===== config.mk =====
export PLATFORM = sky130hd
export DESIGN_NAME = difftest_commit_queue
export DESIGN_NICKNAME = d
export VERILOG_FILES = /design/src/rtl/difftest_commit_queue.sv
export SDC_FILE = /design/constraint.sdc
export NUM_CORES = 1
export LEC_CHECK = 0
export BUFFER_PORTS_ARGS = -buffer_cell sky130_fd_sc_hd__buf_4
export CAP_MARGIN = 40
export CORE_ASPECT_RATIO = 0.5
export CORE_MARGIN = 3
export CORE_UTILIZATION = 42
export CTS_BUF_LIST = sky130_fd_sc_hd__clkbuf_16
export CTS_CLUSTER_DIAMETER = 60
export DETAILED_ROUTE_END_ITERATION = 12
export HOLD_SLACK_MARGIN = 0.08
export SLEW_MARGIN = 5
export SYNTH_ARGS = -nofsm -noshare
export SYNTH_HDL_FRONTEND = slang
export SYNTH_SLANG_ARGS = --single-unit

===== constraint.sdc =====
create_clock -name clock -period 19.3 [get_ports clock]
set_input_delay 2.895 -clock clock [delete_from_list [all_inputs] [get_ports clock]]
set_output_delay 2.895 -clock clock [all_outputs]
set_load 0.05 [all_outputs]

===== src/rtl/difftest_commit_queue.sv =====
// Commit-trace FIFO between the core's debug commit port and the difftest consumers.
// Captures retired instructions, delivers one record per handshake, tracks counters and the trap event.
module difftest_commit_queue #(
   parameter int          DEPTH      = 8,
   parameter logic [31:0] TRAP_INSTR = 32'h80000000
) (
   input  logic        clock,
   input  logic        reset_n,
   input  logic        commit_valid,
   input  logic [31:0] commit_pc,
   input  logic [31:0] commit_instr,
   input  logic        commit_wreg,
   input  logic [4:0]  commit_waddr,
   input  logic [31:0] commit_wdata,
   output logic        out_valid,
   input  logic        out_ready,
   output logic [31:0] out_pc,
   output logic [31:0] out_instr,
   output logic [31:0] out_wdata,
   output logic        out_wen,
   output logic [4:0]  out_wdest,
   output logic [63:0] cycle_cnt,
   output logic [63:0] instr_cnt,
   output logic        trap_valid,
   output logic [31:0] trap_pc,
   output logic [31:0] trap_code,
   output logic        overflow
);

   localparam int AW = (DEPTH > 1) ? $clog2(DEPTH) : 1;
   localparam logic [AW:0]   FULL_COUNT = (AW + 1)'(DEPTH);
   localparam logic [AW-1:0] PTR_ONE    = AW'(1);
   localparam logic [AW:0]   CNT_ONE    = (AW + 1)'(1);

   // Handshake: a record transfers on every edge where out_valid && out_ready;
   // out_valid never depends on out_ready, and the head stays stable until it transfers.
   // The producer side has no ready: commits arriving while full (and not popping) are dropped.

   logic [31:0] mem_pc    [DEPTH];
   logic [31:0] mem_instr [DEPTH];
   logic        mem_wreg  [DEPTH];
   logic [4:0]  mem_waddr [DEPTH];
   logic [31:0] mem_wdata [DEPTH];

   logic [AW-1:0] rd_ptr;
   logic [AW-1:0] wr_ptr;
   logic [AW:0]   count;
   logic [31:0]   r4_shadow;

   logic empty;
   logic full;
   logic pop;
   logic push;
   logic drop;

   always_comb begin
      empty     = (count == '0);
      full      = (count == FULL_COUNT);
      out_valid = !empty && !trap_valid;
      pop       = out_valid && out_ready;
      push      = reset_n && commit_valid && (!full || pop);
      drop      = reset_n && commit_valid && full && !pop;
   end

   // Fall-through head; contents are meaningless while out_valid is low.
   always_comb begin
      out_pc    = mem_pc[rd_ptr];
      out_instr = mem_instr[rd_ptr];
      out_wdata = mem_wdata[rd_ptr];
      out_wdest = mem_waddr[rd_ptr];
      out_wen   = mem_wreg[rd_ptr] && (mem_waddr[rd_ptr] != 5'd0);
   end

   // Storage is never cleared; only the pointers and count define what is live.
   always_ff @(posedge clock) begin
      if (push) begin
         mem_pc[wr_ptr]    <= commit_pc;
         mem_instr[wr_ptr] <= commit_instr;
         mem_wreg[wr_ptr]  <= commit_wreg;
         mem_waddr[wr_ptr] <= commit_waddr;
         mem_wdata[wr_ptr] <= commit_wdata;
      end
   end

   always_ff @(posedge clock) begin
      if (!reset_n) begin
         rd_ptr <= '0;
         wr_ptr <= '0;
         count  <= '0;
      end else begin
         if (push) wr_ptr <= wr_ptr + PTR_ONE;
         if (pop)  rd_ptr <= rd_ptr + PTR_ONE;
         case ({push, pop})
            2'b10:   count <= count + CNT_ONE;
            2'b01:   count <= count - CNT_ONE;
            default: count <= count;
         endcase
      end
   end

   always_ff @(posedge clock) begin
      if (!reset_n) begin
         cycle_cnt <= 64'd0;
         instr_cnt <= 64'd0;
         overflow  <= 1'b0;
      end else begin
         cycle_cnt <= cycle_cnt + 64'd1;
         if (pop)  instr_cnt <= instr_cnt + 64'd1;
         if (drop) overflow  <= 1'b1;
      end
   end

   // trap_code captures the shadow as it was before the trap record's own r4 write.
   always_ff @(posedge clock) begin
      if (!reset_n) begin
         r4_shadow  <= 32'd0;
         trap_valid <= 1'b0;
         trap_pc    <= 32'd0;
         trap_code  <= 32'd0;
      end else if (pop) begin
         if (mem_wreg[rd_ptr] && (mem_waddr[rd_ptr] == 5'd4))
            r4_shadow <= mem_wdata[rd_ptr];
         if (mem_instr[rd_ptr] == TRAP_INSTR) begin
            trap_valid <= 1'b1;
            trap_pc    <= mem_pc[rd_ptr];
            trap_code  <= r4_shadow;
         end
      end
   end

endmodule

==> summary.md, run 1 <==
| Metric | Value |
|---|---|
| Share of the synthesized area in the top cell type | 0.5997 |
| Int Pwr | 3.938 mW |
| Commonest cells post-synth | edfxtp_1 (816), dfxtp_1 (239), mux4_2 (185), nor2_1 (137), a21oi_1 (114) |
| TritonCTS clock tree | done |
| Crit Path Class | reg2out |
| Max-Cap Viols | 0 |
| Seq pwr share | 0.452 |
| Sequential area share after synthesis | 0.7168 |
| Ratio of cells with drive above 1 in the final layout | 0.2978 |
| WL final | between 90000 and 100000 um |
| Crit Path Max Fanout | 47 |
| Final-report hold violation count | 0 |
| Synth Flop Type | edfxtp_1 |
| Pre-antenna DRT Iters | 6 |
| Row count | 80 |
| Power Density | approximately 110 nW/um^2 |
| CTS clk-pin slew, worst paths | ~0.060 ns |
| Die X | between 400 and 500 um |
| Hpwl dp | slightly below 60000 um |
| Post-synthesis compound-gate area fraction | 0.03172 |
| DR WL/cell | 22.89 um |
| Sw Pwr | around 1.6 mW |
| Number of global-route vias before repair | between 20000 and 25000 |
| Port Buffer Count | approximately 400 |
| Total track usage | 0.1862 |
| Min-delay src | r4_shadow[2]$_SDFFE_PN0P_ |
| Area of the multi-input gates | roughly 11000 um^2 |
| Reg area | just under 30000 um^2 |
| Total vias in the final route | about 22000 |
| CTS H-Tree Depth | 3 |
| Worst Tran Pin Value | 0.8682 ns |
| Most common cell in the netlist | edfxtp_1 |
| WP data required | 16.41 ns |
| Die ar. | between 100000 and 150000 um^2 |
| Synth Area in XOR/XNOR | 0.01929 |
| R2r worst-path depth | 11 |
| Grt total ovfl | 0 |
| Fin nets | slightly below 3000 |
| RSZ-0062 raised after global routing | no |
| Syn Nets | between 2000 and 3000 |
| Sw Share | 0.2931 |
| Vias/cell | 5.364 |
| Initial antenna violation count | 4 |
| Post-synthesis simple-gate area fraction | 0.06283 |
| FILL cells | 7892 |
| Routability cong. | about 0.74 |
| Post-synthesis mux area share | 0.1488 |
| Top cells by area, synth | edfxtp_1 (60%), dfxtp_1 (12%), mux4_2 (10%) |
| Worst Path Arrival | around 4.2 ns |
| Initial DRC count | around 1800 |
| Yosys warnings | 0 |
| #FFs+latches synth | between 1000 and 1500 |
| I/O Pins | between 400 and 500 |
| Clock latency on the worst-skew pair | about 0.69 ns |
| Crit path time final | 7.108 ns |
| Slew Viols, Final | 0 |
| Syn Area/Cell | 17.09 um^2 |
| Max IR drop VDD | 0.07264 mV |
| Min-Delay Endpoint | trap_code[2]$_SDFFE_PN0P_ |
| Largest family of logic cells by synthesized area | multiplexers |
| Critical path startpoint category | register |
| Hold path depth | 2 |
| Post-synth ARST share | 0 |
| TNS Setup | 0 ns |
| Post-synth EDFFs | slightly above 800 |
| CTS resizes | 0 |
| Final period util | 0.3683 |
| Slew headroom | 0.4212 |
| Crit. End Element | output port |
| R2r endpoint | trap_code[27]$_SDFFE_PN0P_ |
| Yosys top cell by area | edfxtp_1 |
| First-pass GRT wire length | roughly 140000 um |
| Worst Hold Class | reg2reg |
| Core area | around 96000 um^2 |
| Final setup vio count | 0 |
| Post-Synth Adder-Cell Area | 0.001531 |
| # DRC | 0 |
| Clock root cell | clkbuf_16 |
| Final WS setup | 12.19 ns |
| Skew final | just under 0.05 ns |
| Area grow syn2layout | 18.70% |
| Largest net degree at the start of global routing | approximately 110 |
| Mapped cell area | between 40000 and 50000 um^2 |
| Logic pwr share | 0.221 |
| Post-synth cell types | 48 |
| Die height | roughly 230 um |
| Clk pwr share | 0.327 |
| Total CTS buffers | 94 |
| Initial Util | 0.4261 |
| Antenna Violating Nets Remaining | 0 |
| Pleak | about 16 nW |
| Fmax | around 140 MHz |
| Synth Instances | around 2400 |
| Clock sink count | about 1100 |
| Post-CTS Setup Bufs | 0 |
| Outcome | completed |
| Pre-CTS setup slack | between 10 and 15 ns |
| CTS Hold Buffers Added | 0 |
| Longest Clk Path Bufs | 3 |
| Setup slack, reg-to-reg | 14.15 ns |
==> cell usage in the layout, fill, tap and decap left out, drive strengths merged, types with 32 or more instances in the layout <==
cell type	instances
nand2	101
inv	62
nand3	78
dfxtp	239
xor2	53
mux2	74
a41o	32
mux4	197
o21ai	75
clkinv	45
mux2i	76
or3	46
nand4	45
buf	453
edfxtp	816
nor2	137
a21oi	114
xnor2	37
clkbuf	94
==> power by group through the flow <==
| stage | logic [mW] | registers (mW) | clock network [mW] |
|---|---|---|---|
| finish | 1.23 | 2.52 | 1.82 |
| global route | 1.30 | 2.52 | 1.96 |
| CTS | 1.26 | 2.52 | 1.87 |
| detailed placement | 1.25 | 2.57 | 0 |
| global placement | 1.21 | 2.59 | 0 |
| floorplan | 0.880 | 2.57 | 0 |
==> worst max-delay path by stage <==
stage / from / end / depth (start not counted)
6_report: register / out_instr[24] / 7
4_1_cts: register / out_instr[24] / 7
3_3_place_gp: register / out_instr[24] / 6
2_1_floorplan: out_ready / mem_instr[2][0]$_DFFE_PP_ / 4
3_5_place_dp: out_ready / mem_pc[0][1]$_DFFE_PP_ / 9
5_1_grt: register / out_instr[24] / 7
==> critical path, stage by stage, from the launching register on <==
cell and delay, ns:
dfxtp_4 0.51, buf_16 0.30, buf_4 0.71, buf_4 0.73
mux4_2 0.40, mux2i_1 0.48, inv_1 0.11, buf_4 0.21
==> cell families (layout without fill, tap and decap cells) <==
group | after synthesis | count (layout)
and+or+nand+nor | 503 | 503
other | 0 | 3
buffers and inverters | 166 | 663
DFF | 1055 | 1055
muxes | 347 | 347
xor gates and xnor gates | 90 | 90
adders and majority gates | 5 | 5
AOI/OAI and AO/OA | 225 | 225
==> cell type report <==
type,instances,share of cell area
Clock inverter,81,0.01267
Inverter,35,0.002812
Multi-Input combinational cell,1170,0.2235
Sequential cell,1055,0.6041
Antenna cell,3,0.0001548
Timing Repair Buffer,453,0.07543
Clock buffer,94,0.04850
Tap cell,1271,0.03279
==> sequential cells by signal (all words and copies together) (netlist names), 4 cells and up, named ones only <==
| signal | count |
|---|---|
| trap_pc | 32 |
| instr_cnt | 64 |
| trap_code | 32 |
| r4_shadow | 32 |
| mem_pc | 256 |
| mem_wreg | 8 |
| mem_waddr | 40 |
| cycle_cnt | 64 |
| mem_wdata | 256 |
| mem_instr | 256 |
| count | 4 |
==> routing by layer <==
metal / vias to the layer above / global-route usage / share of wire
li1: 10220 / - / -
met1: 11570 / 0.2520 / 0.43
met2: 412 / 0.3134 / 0.50
met3: 122 / 0.03469 / 0.046
met4: 2 / 0.04631 / 0.019
met5: - / 0 / 0.000073
==> metrics by stage <==
step | utilization | cell area [um^2] | std cells | power (mW) | hold slack [ns]
6_report | 0.5058 | 48500 | 4162 | 5.571 | 0.4628
5_1_grt | 0.5058 | 48500 | 4161 | 5.785 | 0.4827
4_1_cts | 0.5057 | 48490 | 4159 | 5.644 | 0.4618
3_5_place_dp | 0.4748 | 45530 | 3984 | 3.822 | 0.4594
3_3_place_gp | 0.4712 | 45180 | 3971 | 3.804 | 0.4544
2_1_floorplan | - | 40860 | 2391 | 3.452 | 0.4472
Power figures use the tool's default switching activity.
==> run 2, diff against run 1 <==
==> constraint.sdc (replaced) <==
create_clock -name clock -period 7.4 [get_ports clock]
set_input_delay 1.11 -clock clock [delete_from_list [all_inputs] [get_ports clock]]
set_output_delay 1.11 -clock clock [all_outputs]
set_load 0.05 [all_outputs]
==> run 2 against run 1 <==
  * Sequential cell count unchanged
  * Cell count down 0.34%
  * Non-clock buffer count down 20
  * Clock-buffer cell count up 4
  * Power rose to 2.6 times the previous value
  * Routed wire length up 0.22%
  * Combinational power rose to 2.6 times the previous value
  * Sequential share of layout area up 0.14 points
  * Sequential power rose to 2.6 times the previous value
  * First-iteration DRC count down 3.5%
  * Clock power rose to 2.7 times the previous value
  * Largest cell class unchanged
==> summary.md, run 2 (synthesis gave the netlist of run 1 again) <==
| Metric | Value |
|---|---|
| CTS resizes | 0 (unchanged) |
| Int Pwr | 10.32 mW (+160%) |
| Most used cells in the layout excluding fill and tap cells | edfxtp_1 (816), buf_4 (421), dfxtp_1 (236) |
| Area grow syn2layout | 18.43% |
| Vias/cell | 5.416 (+0.97%) |
| Final-report hold violation count | 0 (unchanged) |
| Number of global-route vias before repair | 22220 (-0.13%) |
| Crit-path max cell delay | 0.79 ns (+0.06 ns) |
| Total vias in the final route | 22470 (+0.63%) |
| Clk pwr share | 0.332 (+0.005) |
| FILL cells | 7916 (+0.30%) |
| Placed inst area | 45320 um^2 (-0.46%) |
| # DRC | 0 (unchanged) |
| Slew headroom | 0.3750 (-0.04620) |
| Most common cell after layout, fill and taps aside | edfxtp_1 |
| Row count | 80 (unchanged) |
| Sw Share | 0.2937 (+0.0005144) |
| Worst Hold Class | reg2reg |
| Clock latency on the worst-skew pair | 0.69 ns (about the same) |
| Crit Path Class | reg2out |
| Skew final | 0.03663 ns (-0.01271 ns) |
| Final setup vio count | 0 (unchanged) |
| Pre-CTS setup slack | 2.985 ns (-9.893 ns) |
| TritonCTS clock tree | done |
| Routability cong. | 0.7475 (+1.7%) |
| Antenna Violating Nets Remaining | 0 (unchanged) |
| Hpwl dp | 53480 um (-8.4%) |
| Seq pwr share | 0.452 (about the same) |
| Initial DRC count | 1690 (-3.5%) |
| Die height | 226.6 um (unchanged) |
| Crit. End Element | output port |
| Fin nets | 2903 (-0.58%) |
| Final core occ | 0.5046 (-0.001135) |
| First-pass GRT wire length | 141400 um (-0.66%) |
| CTS clk-pin slew, worst paths | 0.07 ns (about the same) |
| CTS H-Tree Depth | 3 (unchanged) |
| Crit Path Max Fanout | 31 (-34%) |
| WP depth | 6 (-1) |
| Hold path depth | 2 (unchanged) |
| Clock sink count | 1055 (unchanged) |
| Critical path startpoint category | register |
| Outcome | completed |
| R2r worst-path depth | 9 (-2) |
| Worst Path Arrival | 3.79 ns (-0.42 ns) |
| Core area | 95890 um^2 (unchanged) |
| CP dominant cell by count | buf_4 |
| Port Buffer Count | 402 (unchanged) |
| Area of the multi-input gates | 10870 um^2 (+0.30%) |
| RSZ-0062 raised after global routing | no |
| DR WL/cell | 23.02 um (+0.56%) |
| Pre-antenna DRT Iters | 5 (-1) |
| Design Area, Final | 48390 um^2 (-0.22%) |
| Crit path time final | between 4 and 5 ns |
| Sw Pwr | 4.289 mW (+160%) |
| Die X | 447.1 um (unchanged) |
| Longest Clk Path Bufs | 3 (unchanged) |
| Total power | 14.61 mW (+160%) |
| Ratio of cells with drive above 1 in the final layout | 0.2948 (-0.002970) |
| CP cell instances | buf_4 -> mux4_1 -> mux2_2 -> nor4_4 -> a21oi_1 -> buf_4 |
| TNS Setup | 0 ns (unchanged) |
| Worst Tran Pin Value | 0.9375 ns (+0.06930 ns) |
| Die ar. | 101300 um^2 (unchanged) |
| WP buf/inv | 2 (-3) |
| Fmax | roughly 200 MHz |
| WP data required | 6.29 ns (-10.12 ns) |
| CTS Hold Buffers Added | 0 (unchanged) |
| Pleak | 16.21 nW (-0.51%) |
| Largest net degree at the start of global routing | 109 (-4.4%) |
| Slew Viols, Final | 0 (unchanged) |
| Largest regs | mem_instr: 256 flops, mem_pc: 256 flops, mem_wdata: 256 flops |
| Final WS setup | 2.496 ns (-9.696 ns) |
| WL final | 95480 um (+0.22%) |
| Final period util | 0.6627 |
| Max-Cap Viols | 0 (unchanged) |
| Grt total ovfl | 0 (unchanged) |
| Logic pwr share | 0.217 (-0.004) |
| Reg area | 29300 um^2 (unchanged) |
| Total CTS buffers | 97 (+3.2%) |
| Initial antenna violation count | 8 (+4) |
| Initial Util | 0.4261 (unchanged) |
| Crit path max-delay cell type | dfxtp_4 |
| Critical path's top delay family | multiplexers |
| Clock root cell | clkbuf_16 |
| Max IR drop VDD | 0.1927 mV (+170%) |
| Total track usage | 0.1850 (-0.001202) |
| I/O Pins | 403 (unchanged) |
| Post-CTS Setup Bufs | 0 (unchanged) |
| Power Density | 301.8 nW/um^2 (+160%) |
-- run 2: changes by cell type in the layout (fill, tap and decap cells not counted), moves of 4 or more --
| cell | delta |
|---|---|
| buf_4 | -18 |
| buf_16 | -9 |
| buf_12 | +7 |
| clkbuf_16 | +4 |
| clkinv_1 | -4 |
-- run 2: final cells by class --
type	instances	area share
clock inverters	82	0.01267
multi-input cells	1170	0.2247
diodes	4	0.0002068
clock buffers	98	0.05068
repair buffers	433	0.07059
flip-flops and latches	1055	0.6055
well taps	1271	0.03286
inverters	35	0.002818
-- run 2: tightest hold or removal path, cell delays in order (launching register included) --
cell and delay (ns):
dfxtp_1 0.31, nand3_1 0.06, a21oi_1 0.06
-- run 2: path summary, 6_finish.rpt --
| path | start | endpoint | slack, ns |
|---|---|---|---|
| setup / recovery | register | out_wen | 2.50 |
| hold / removal | r4_shadow[26]$_SDFFE_PN0P_ | trap_code[26]$_SDFFE_PN0P_ | 0.45 |
| setup reg to reg | register | trap_code[9]$_SDFFE_PN0P_ | 3.02 |
| hold reg to reg | r4_shadow[26]$_SDFFE_PN0P_ | trap_code[26]$_SDFFE_PN0P_ | 0.45 |
-- run 2: power groups by stage --
stage	logic, mW	clock network, mW	registers [mW]
final	3.16	4.85	6.60
after global routing	3.34	5.23	6.61
after CTS	3.22	4.97	6.60
after detailed placement	3.21	0	6.73
after global placement	3.20	0	6.72
after floorplan	2.30	0	6.69
-- run 2: through the flow --
step                hold WS, ns  cells
floorplan                0.4472   2391
global placement         0.4602   3962
detailed placement       0.4599   3964
CTS                      0.4629   4144
global route             0.4934   4148
finish                   0.4475   4148
-- run 2: routing by layer --
metal / up-vias / track usage / part of all wire
met5: - / 0 / 0.00019
met1: 11630 / 0.2511 / 0.43
li1: 10190 / - / -
met4: 4 / 0.05725 / 0.026
met3: 133 / 0.03692 / 0.050
met2: 513 / 0.3034 / 0.49
